**src/rtl/uart_pkg.sv**
```systemverilog
// rtl/uart_pkg.sv - shared UART line types, levels and default frame parameters
package uart_pkg;

  typedef enum logic [1:0] {
    IDLE  = 2'd0,
    START = 2'd1,
    DATA  = 2'd2,
    STOP  = 2'd3
  } tx_state_t;

  localparam logic UART_IDLE_LEVEL   = 1'b1;
  localparam int   UART_CLKS_PER_BIT = 16;
  localparam int   UART_DATA_BITS    = 8;

  // Counter width able to hold 0..clks-1, never narrower than one bit.
  function automatic int cnt_width(input int clks);
    return (clks > 1) ? $clog2(clks) : 1;
  endfunction

endpackage

```
**src/rtl/uart_bit_timer.sv**
```systemverilog
// rtl/uart_bit_timer.sv - bit-period counter, 0..CLKS_PER_BIT-1 with terminal-count pulse
module uart_bit_timer
  import uart_pkg::*;
#(
  parameter int CLKS_PER_BIT = UART_CLKS_PER_BIT
) (
  input  logic clk2,
  input  logic a_reset,
  input  logic clear,
  input  logic enable,
  output logic tick
);

  localparam int            CW       = cnt_width(CLKS_PER_BIT);
  localparam logic [CW-1:0] TERMINAL = CW'(CLKS_PER_BIT - 1);

  logic [CW-1:0] count;

  always_ff @(posedge clk2 or posedge a_reset) begin
    if (a_reset) begin
      count <= '0;
    end else if (clear) begin
      count <= '0;
    end else if (enable) begin
      count <= (count == TERMINAL) ? '0 : count + CW'(1);
    end
  end

  assign tick = enable && !clear && (count == TERMINAL);

endmodule

```
**src/rtl/uart_tx_serializer.sv**
```systemverilog
// rtl/uart_tx_serializer.sv - UART transmitter: start bit, LSB-first data, one stop bit
module uart_tx_serializer
  import uart_pkg::*;
#(
  parameter int CLKS_PER_BIT = UART_CLKS_PER_BIT,
  parameter int DATA_BITS    = UART_DATA_BITS
) (
  input  logic                 clk2,
  input  logic                 a_reset,
  input  logic                 tx_start,
  input  logic [DATA_BITS-1:0] tx_data,
  output logic                 tx_busy,
  output logic                 tx_done,
  output logic                 tx_serial
);

  localparam int            IW       = $clog2(DATA_BITS);
  localparam logic [IW-1:0] LAST_BIT = IW'(DATA_BITS - 1);

  tx_state_t            state;
  logic [DATA_BITS-1:0] shift_reg;
  logic [IW-1:0]        bit_idx;
  logic                 bit_tick;
  logic                 timer_clear;
  logic                 timer_enable;

  // The timer idles at zero so a freshly accepted frame starts a full bit period.
  assign timer_clear  = (state == IDLE);
  assign timer_enable = (state != IDLE);

  uart_bit_timer #(
    .CLKS_PER_BIT(CLKS_PER_BIT)
  ) u_bit_timer (
    .clk2   (clk2),
    .a_reset(a_reset),
    .clear  (timer_clear),
    .enable (timer_enable),
    .tick   (bit_tick)
  );

  always_ff @(posedge clk2 or posedge a_reset) begin
    if (a_reset) begin
      state     <= IDLE;
      shift_reg <= '0;
      bit_idx   <= '0;
      tx_serial <= UART_IDLE_LEVEL;
      tx_busy   <= 1'b0;
      tx_done   <= 1'b0;
    end else begin
      tx_done <= 1'b0;
      case (state)
        IDLE: begin
          tx_serial <= UART_IDLE_LEVEL;
          tx_busy   <= 1'b0;
          if (tx_start) begin
            shift_reg <= tx_data;
            state     <= START;
            tx_serial <= ~UART_IDLE_LEVEL;
            tx_busy   <= 1'b1;
          end
        end
        START: begin
          if (bit_tick) begin
            state     <= DATA;
            tx_serial <= shift_reg[0];
            shift_reg <= shift_reg >> 1;
            bit_idx   <= '0;
          end
        end
        DATA: begin
          if (bit_tick) begin
            if (bit_idx == LAST_BIT) begin
              state     <= STOP;
              tx_serial <= UART_IDLE_LEVEL;
            end else begin
              tx_serial <= shift_reg[0];
              shift_reg <= shift_reg >> 1;
              bit_idx   <= bit_idx + IW'(1);
            end
          end
        end
        STOP: begin
          if (bit_tick) begin
            tx_done <= 1'b1;
            // A waiting request chains straight into the next start bit, no idle gap.
            if (tx_start) begin
              shift_reg <= tx_data;
              state     <= START;
              tx_serial <= ~UART_IDLE_LEVEL;
            end else begin
              state   <= IDLE;
              tx_busy <= 1'b0;
            end
          end
        end
        default: begin
          state     <= IDLE;
          tx_serial <= UART_IDLE_LEVEL;
          tx_busy   <= 1'b0;
        end
      endcase
    end
  end

endmodule

```
**config.mk**
```make
export PLATFORM = sky130hd
export DESIGN_NAME = uart_tx_serializer
export DESIGN_NICKNAME = d
export VERILOG_FILES = /design/src/rtl/uart_pkg.sv /design/src/rtl/uart_bit_timer.sv /design/src/rtl/uart_tx_serializer.sv
export SDC_FILE = /design/constraint.sdc
export NUM_CORES = 1
export LEC_CHECK = 0
export BUFFER_PORTS_ARGS = -buffer_cell sky130_fd_sc_hd__buf_2
export CAP_MARGIN = 5
export CORE_MARGIN = 3
export CORE_UTILIZATION = 50
export CTS_BUF_LIST = sky130_fd_sc_hd__clkbuf_4 sky130_fd_sc_hd__clkbuf_8
export DETAILED_ROUTE_END_ITERATION = 8
export GPL_TIMING_DRIVEN = 0
export PLACE_DENSITY = 0.82
export SLEW_MARGIN = 20
export SYNTH_ARGS = -nofsm -noshare
export SYNTH_HDL_FRONTEND = slang
export SYNTH_HIERARCHICAL = 1
export SYNTH_SLANG_ARGS = --single-unit
```
**constraint.sdc**
```tcl
create_clock -name clk2 -period 6.8 [get_ports clk2]
set_clock_uncertainty 0.2 [all_clocks]
set_input_delay 0.68 -clock clk2 [delete_from_list [all_inputs] [get_ports clk2]]
set_output_delay 0.68 -clock clk2 [all_outputs]
set_load 0.01 [all_outputs]
```
Word level (Yosys, flattened, before mapping)
Index checks and enable logic that the tools add are counted. W data, S select, Z words.

Bits of input ports: 11. Word-level logic and storage cells: 68. Output and inout port bits: 3. Register bits: 20.

Equality and inequality tests: 13. Multiplexer cells: 33. Add/sub/neg operators: 2. Reductions and logical operators: 13.

Operator list (count): $mux W8 (5); $pmux W8 S4 (1); $ne A2 B2 Y1 const B (8); $mux W1 (12); $mux W4 (3); $reduce_and A4 Y1 (3); $mux W2 (5); $mux W3 (3); $pmux W2 S4 (1); $reduce_bool A2 Y1 (4); $pmux W3 S2 (1); $reduce_and A5 Y1 (1); $add A4 B1 Y4 const B (1); $eq A2 B2 Y1 const B (2); $eq A4 B4 Y1 const B (1); $pmux W1 S4 (1); $add A3 B1 Y3 const B (1); $eq A3 B3 Y1 const B (1); $reduce_and A3 Y1 (1); $eq A2 B1 Y1 const B (1); $logic_and A1 B1 Y1 (2); $logic_not A2 Y1 (1); $pmux W1 S2 (1); $logic_not A1 Y1 (1).

Depth between registers and ports, before layout
Depth in word-level cells: 6. Gate-level depth with buffers: 8. Depth with buffers taken out: 8.

Modules after synthesis
The synthesis kept the hierarchy.

Modules (own cells, without submodules): uart_tx_serializer (times used 1, cells each 79, area each 959.7 um2, seq. area each 401.6 um2); uart_bit_timer (times used 1, cells each 23, area each 212.7 um2, seq. area each 100.1 um2).

Least setup slack after synthesis
OpenSTA, ideal clock, no wires.

Path kind: reg-to-reg. Start point: register state[0]. End point: register bit_idx[0]. Required time: 6.475 ns. Clock period less this slack: 2.358 ns. Path buffers: 0. Setup time: 0.125 ns. Setup slack: 4.442 ns. Arrival: 2.034 ns. Stages on the path, launching flop included: 8. Cells stage by stage: dfrtp_1 inv_1 ha_1 inv_1 nand2_2 nor3_1 o211ai_1 mux2_2.

Longest elaborated chain between the ends: 6. Elaborated cells on any way between the ends: 13. Those cells by class: eq/ne: 5; mux: 1; reduce/logical: 7.

RTL lines: from (decl) (RTL line uart_tx_serializer.sv:20) `tx_state_t state;`; from (signal assigned) (RTL line uart_tx_serializer.sv:43) `state <= IDLE;`; from (signal assigned) (RTL line uart_tx_serializer.sv:57) `state <= START;`; from (signal assigned) (RTL line uart_tx_serializer.sv:64) `state <= DATA;`; $logic_not A2 Y1 (*) (RTL line uart_tx_serializer.sv:28) `assign timer_clear = (state == IDLE);`; named net timer_clear (RTL line uart_tx_serializer.sv:24) `logic timer_clear;`; $logic_not A1 Y1 (*) (RTL line uart_bit_timer.sv:29) `assign tick = enable && !clear && (count == TERMINAL);`; $logic_and A1 B1 Y1 (*) (2 in series) (RTL line uart_bit_timer.sv:29); named net bit_tick (RTL line uart_tx_serializer.sv:23) `logic bit_tick;`; $ne A2 B2 Y1 (no line); $reduce_and A4 Y1 (no line) (*); to (signal assigned) (RTL line uart_tx_serializer.sv:78) `bit_idx <= bit_idx + IW'(1);`; to (decl) (RTL line uart_tx_serializer.sv:22) `logic [IW-1:0] bit_idx;`.

Mark *: on every way through the listed nets, which the timed path passes. The rest lies on a longest branch. A chain may end at the register's enable or synchronous reset.

Worst setup path after layout
Start point: register state[1]. End point: register bit_idx[0].

Same word-level chain as after synthesis.

==> summary.md <==
| Metric | Value |
|---|---|
| Reg2reg end | bit_idx[0] |
| Syn_nets | 123 |
| Clock Pin Slew Worst Setup and Hold Paths | 110 ps |
| Post-synthesis sequential area ratio | 0.428 |
| Leak | 0.673 nW |
| Clock root buffer | clkbuf_4 |
| # Post-CTS Setup Buffers | 0 |
| Area Growth Syn to Fin | 12.9% |
| Post-Route Setup TNS | 0 ps |
| DR vias/cell | 5.31 |
| RSZ-0062 raised after global routing | false |
| DR vias | 775 |
| R2r setup slk | 4060 ps |
| Yosys warning count | 6 |
| Storage cell area | 502 um^2 |
| Worst vdd ir | 141 uV |
| Post-cts gate resize count | 0 |
| Non-Filler Instances | 146 |
| CP required | 6800 ps |
| Leading register cell type out of synthesis | dfrtp_1 |
| Max Clk Rate | 365 MHz |
| Reg-to-reg startpoint | state[1] |
| Inst Count DP | 142 |
| DRT antenna net count | 0 |
| Yosys reg bits | 20 |
| Die width | 54.4 um |
| Cell Rows | 16 |
| CP Launch Type | register |
| DRC Markers | 0 |
| Placed wire-length estimate | 1530 um |
| Path depth of the worst reg2reg path | 7 |
| Pwr dens | 166 nW/um^2 |
| Worst Path Arrival | 2740 ps |
| Routed WL | 1880 um |
| Number of synthesized flops with an enable pin | 0 |
| Final period util | 0.403 |
| Synthesized area | 1170 um^2 |
| CTS Hold Bufs | 0 |
| Initial antenna violation count | 0 |
| Multi-input gate area | 626 um^2 |
| Maximum net fanout on the critical path | 8 |
| Worst Hold Class | input pin to async pin |
| Max_cap viols | 0 |
| Routed WL per cell | 12.8 um |
| Diodes inserted | 0 |
| H-Tree Depth | 1 |
| First-pass GRT wire length | 3170 um |
| CTS tree | built |
| Distinct cells, synth | 30 |
| Placer Congestion | 0.918 |
| Synth Instances | 102 |
| Outcome | finished clean |
| Crit path time final | 2740 ps |
| Overflow left after global routing | 0 |
| Die height | 54.4 um |
| Initial Util | 0.563 |
| Max-slew violation count | 0 |
| Largest net degree at the start of global routing | 17 |
| Layout cells sized above 1 | 0.353 |
| Max FFs per register | 8 |
| Top-level port count | 14 |
| Router iterations before antenna repair | 4 |
| Final setup violation count | 0 |
| Vias in the first global route | 763 |
| Total core area | 2080 um^2 |
| Nature of the critical path endpoint | register |
| Fillers | 173 |
| Async SR Flop Fraction | 1.00 |
| Final net count | 141 |
| CTS Buffer Depth | 2 |
| Post-Syn Area per Cell | 11.5 um^2 |
| Worst-margin pin slew | 804 ps |
| Quantity of I/O buffers inserted on ports | 13 |
| Worst-Skew Late Latency | 300 ps |
| Final Hold Viols | 0 |
| Die Area | 2960 um^2 |
| Clk sink count | 20 |
| All-layer global routing usage | 0.149 |
| Slew headroom | 0.460 |
| Num CTS Buffers | 3 |
| DRT iter0 DRCs | 12 |
| Crit path kind | register to register |
==> area by class of cell <==
| type | count | share of cell area |
|---|---|---|
| Timing Repair Buffer | 13 | 0.0491 |
| Tap cell | 27 | 0.0255 |
| Buffer | 1 | 0.00851 |
| Clock inverter | 1 | 0.0227 |
| Multi-Input combinational cell | 72 | 0.473 |
| Sequential cell | 20 | 0.379 |
| Inverter | 9 | 0.0255 |
| Clock buffer | 3 | 0.0170 |
==> metrics by stage <==
| stage | worst slack (ps) | cell area (um^2) | hold WS (ps) | power (W) | utilization |
|---|---|---|---|---|---|
| after floorplan | 4440 | 1170 | 246 | 0.000123 | - |
| after global placement | 4080 | 1270 | 282 | 0.000127 | 0.611 |
| after detailed placement | 4040 | 1270 | 292 | 0.000127 | 0.611 |
| after CTS | 4040 | 1320 | 45.6 | 0.000223 | 0.636 |
| after global routing | 3830 | 1320 | 48.0 | 0.000229 | 0.636 |
| final | 4060 | 1320 | 48.5 | 0.000220 | 0.636 |
==> report_power, final <==
group / leakage [nW] / internal, W / switching (W) / total (W)
clock network: 0.0279 / 0.0000596 / 0.0000356 / 0.0000952
registers: 0.261 / 0.000119 / 0 / 0.000119
logic: 0.384 / 0.00000221 / 0.00000361 / 0.00000582
total: 0.673 / 0.000181 / 0.0000392 / 0.000220
==> cell families (layout without fill, tap and decap cells) <==
kind of cell,after synthesis,count (layout),synth area share
xor gates and xnor gates,1,1,0.00747
AOI/OAI and AO/OA,14,14,0.0961
buffers and inverters,10,27,0.0384
muxes,21,21,0.199
DFF,20,20,0.428
adders and majority gates,10,10,0.107
and+or+nand+nor,26,26,0.125
==> placed cells by master, fill, tap and decap left out, drive strengths merged, types with 2 or more instances in the layout <==
cell type	n
ha	10
nand2	9
nor2	3
mux2	18
dfrtp	19
nor3	2
mux2i	3
o211ai	2
nor2b	2
clkbuf	3
nand2b	3
buf	14
o22ai	2
a21oi	4
nand3	2
inv	9
==> routing by layer <==
layer  global-route usage  wire length, um  vias up
li1                     -                -      394
met1                0.177              823      367
met2                0.257              971       14
met3               0.0572               80        0
met4               0.0249                0        0
met5                    0                0        -
==> synthesized netlist by cell type (2+ instances only) <==
master    number  area, um^2
mux2_2        18         203
nor2_1         3        11.3
nand3_1        2        10.0
nand2_1        7        26.3
inv_1          9        33.8
dfrtp_1       19         475
ha_1          10         125
mux2i_1        3        30.0
a21oi_1        4        20.0
nand2_2        2        12.5
nand2b_1       3        18.8
nor2b_1        2        12.5
o22ai_1        2        12.5
o211ai_1       2        15.0
==> worst max path at each step <==
stage / start / to / slack (ps) / cells after the start
6_report: state[1] / bit_idx[0] / 4060 / 7
5_1_grt: state[0] / bit_idx[0] / 3830 / 7
4_1_cts: state[1] / bit_idx[0] / 4040 / 7
3_5_place_dp: state[0] / bit_idx[0] / 4040 / 7
3_3_place_gp: state[0] / bit_idx[0] / 4080 / 7
2_1_floorplan: state[0] / bit_idx[0] / 4440 / 7
==> critical path: stages, from the launching register on <==
cell and delay (ps):
dfrtp_1 450, inv_1 110, ha_1 290, inv_1 180
nand2_2 80, nor3_1 620, o211ai_1 350, mux2_2 350
(Power assumes the default switching activity.)
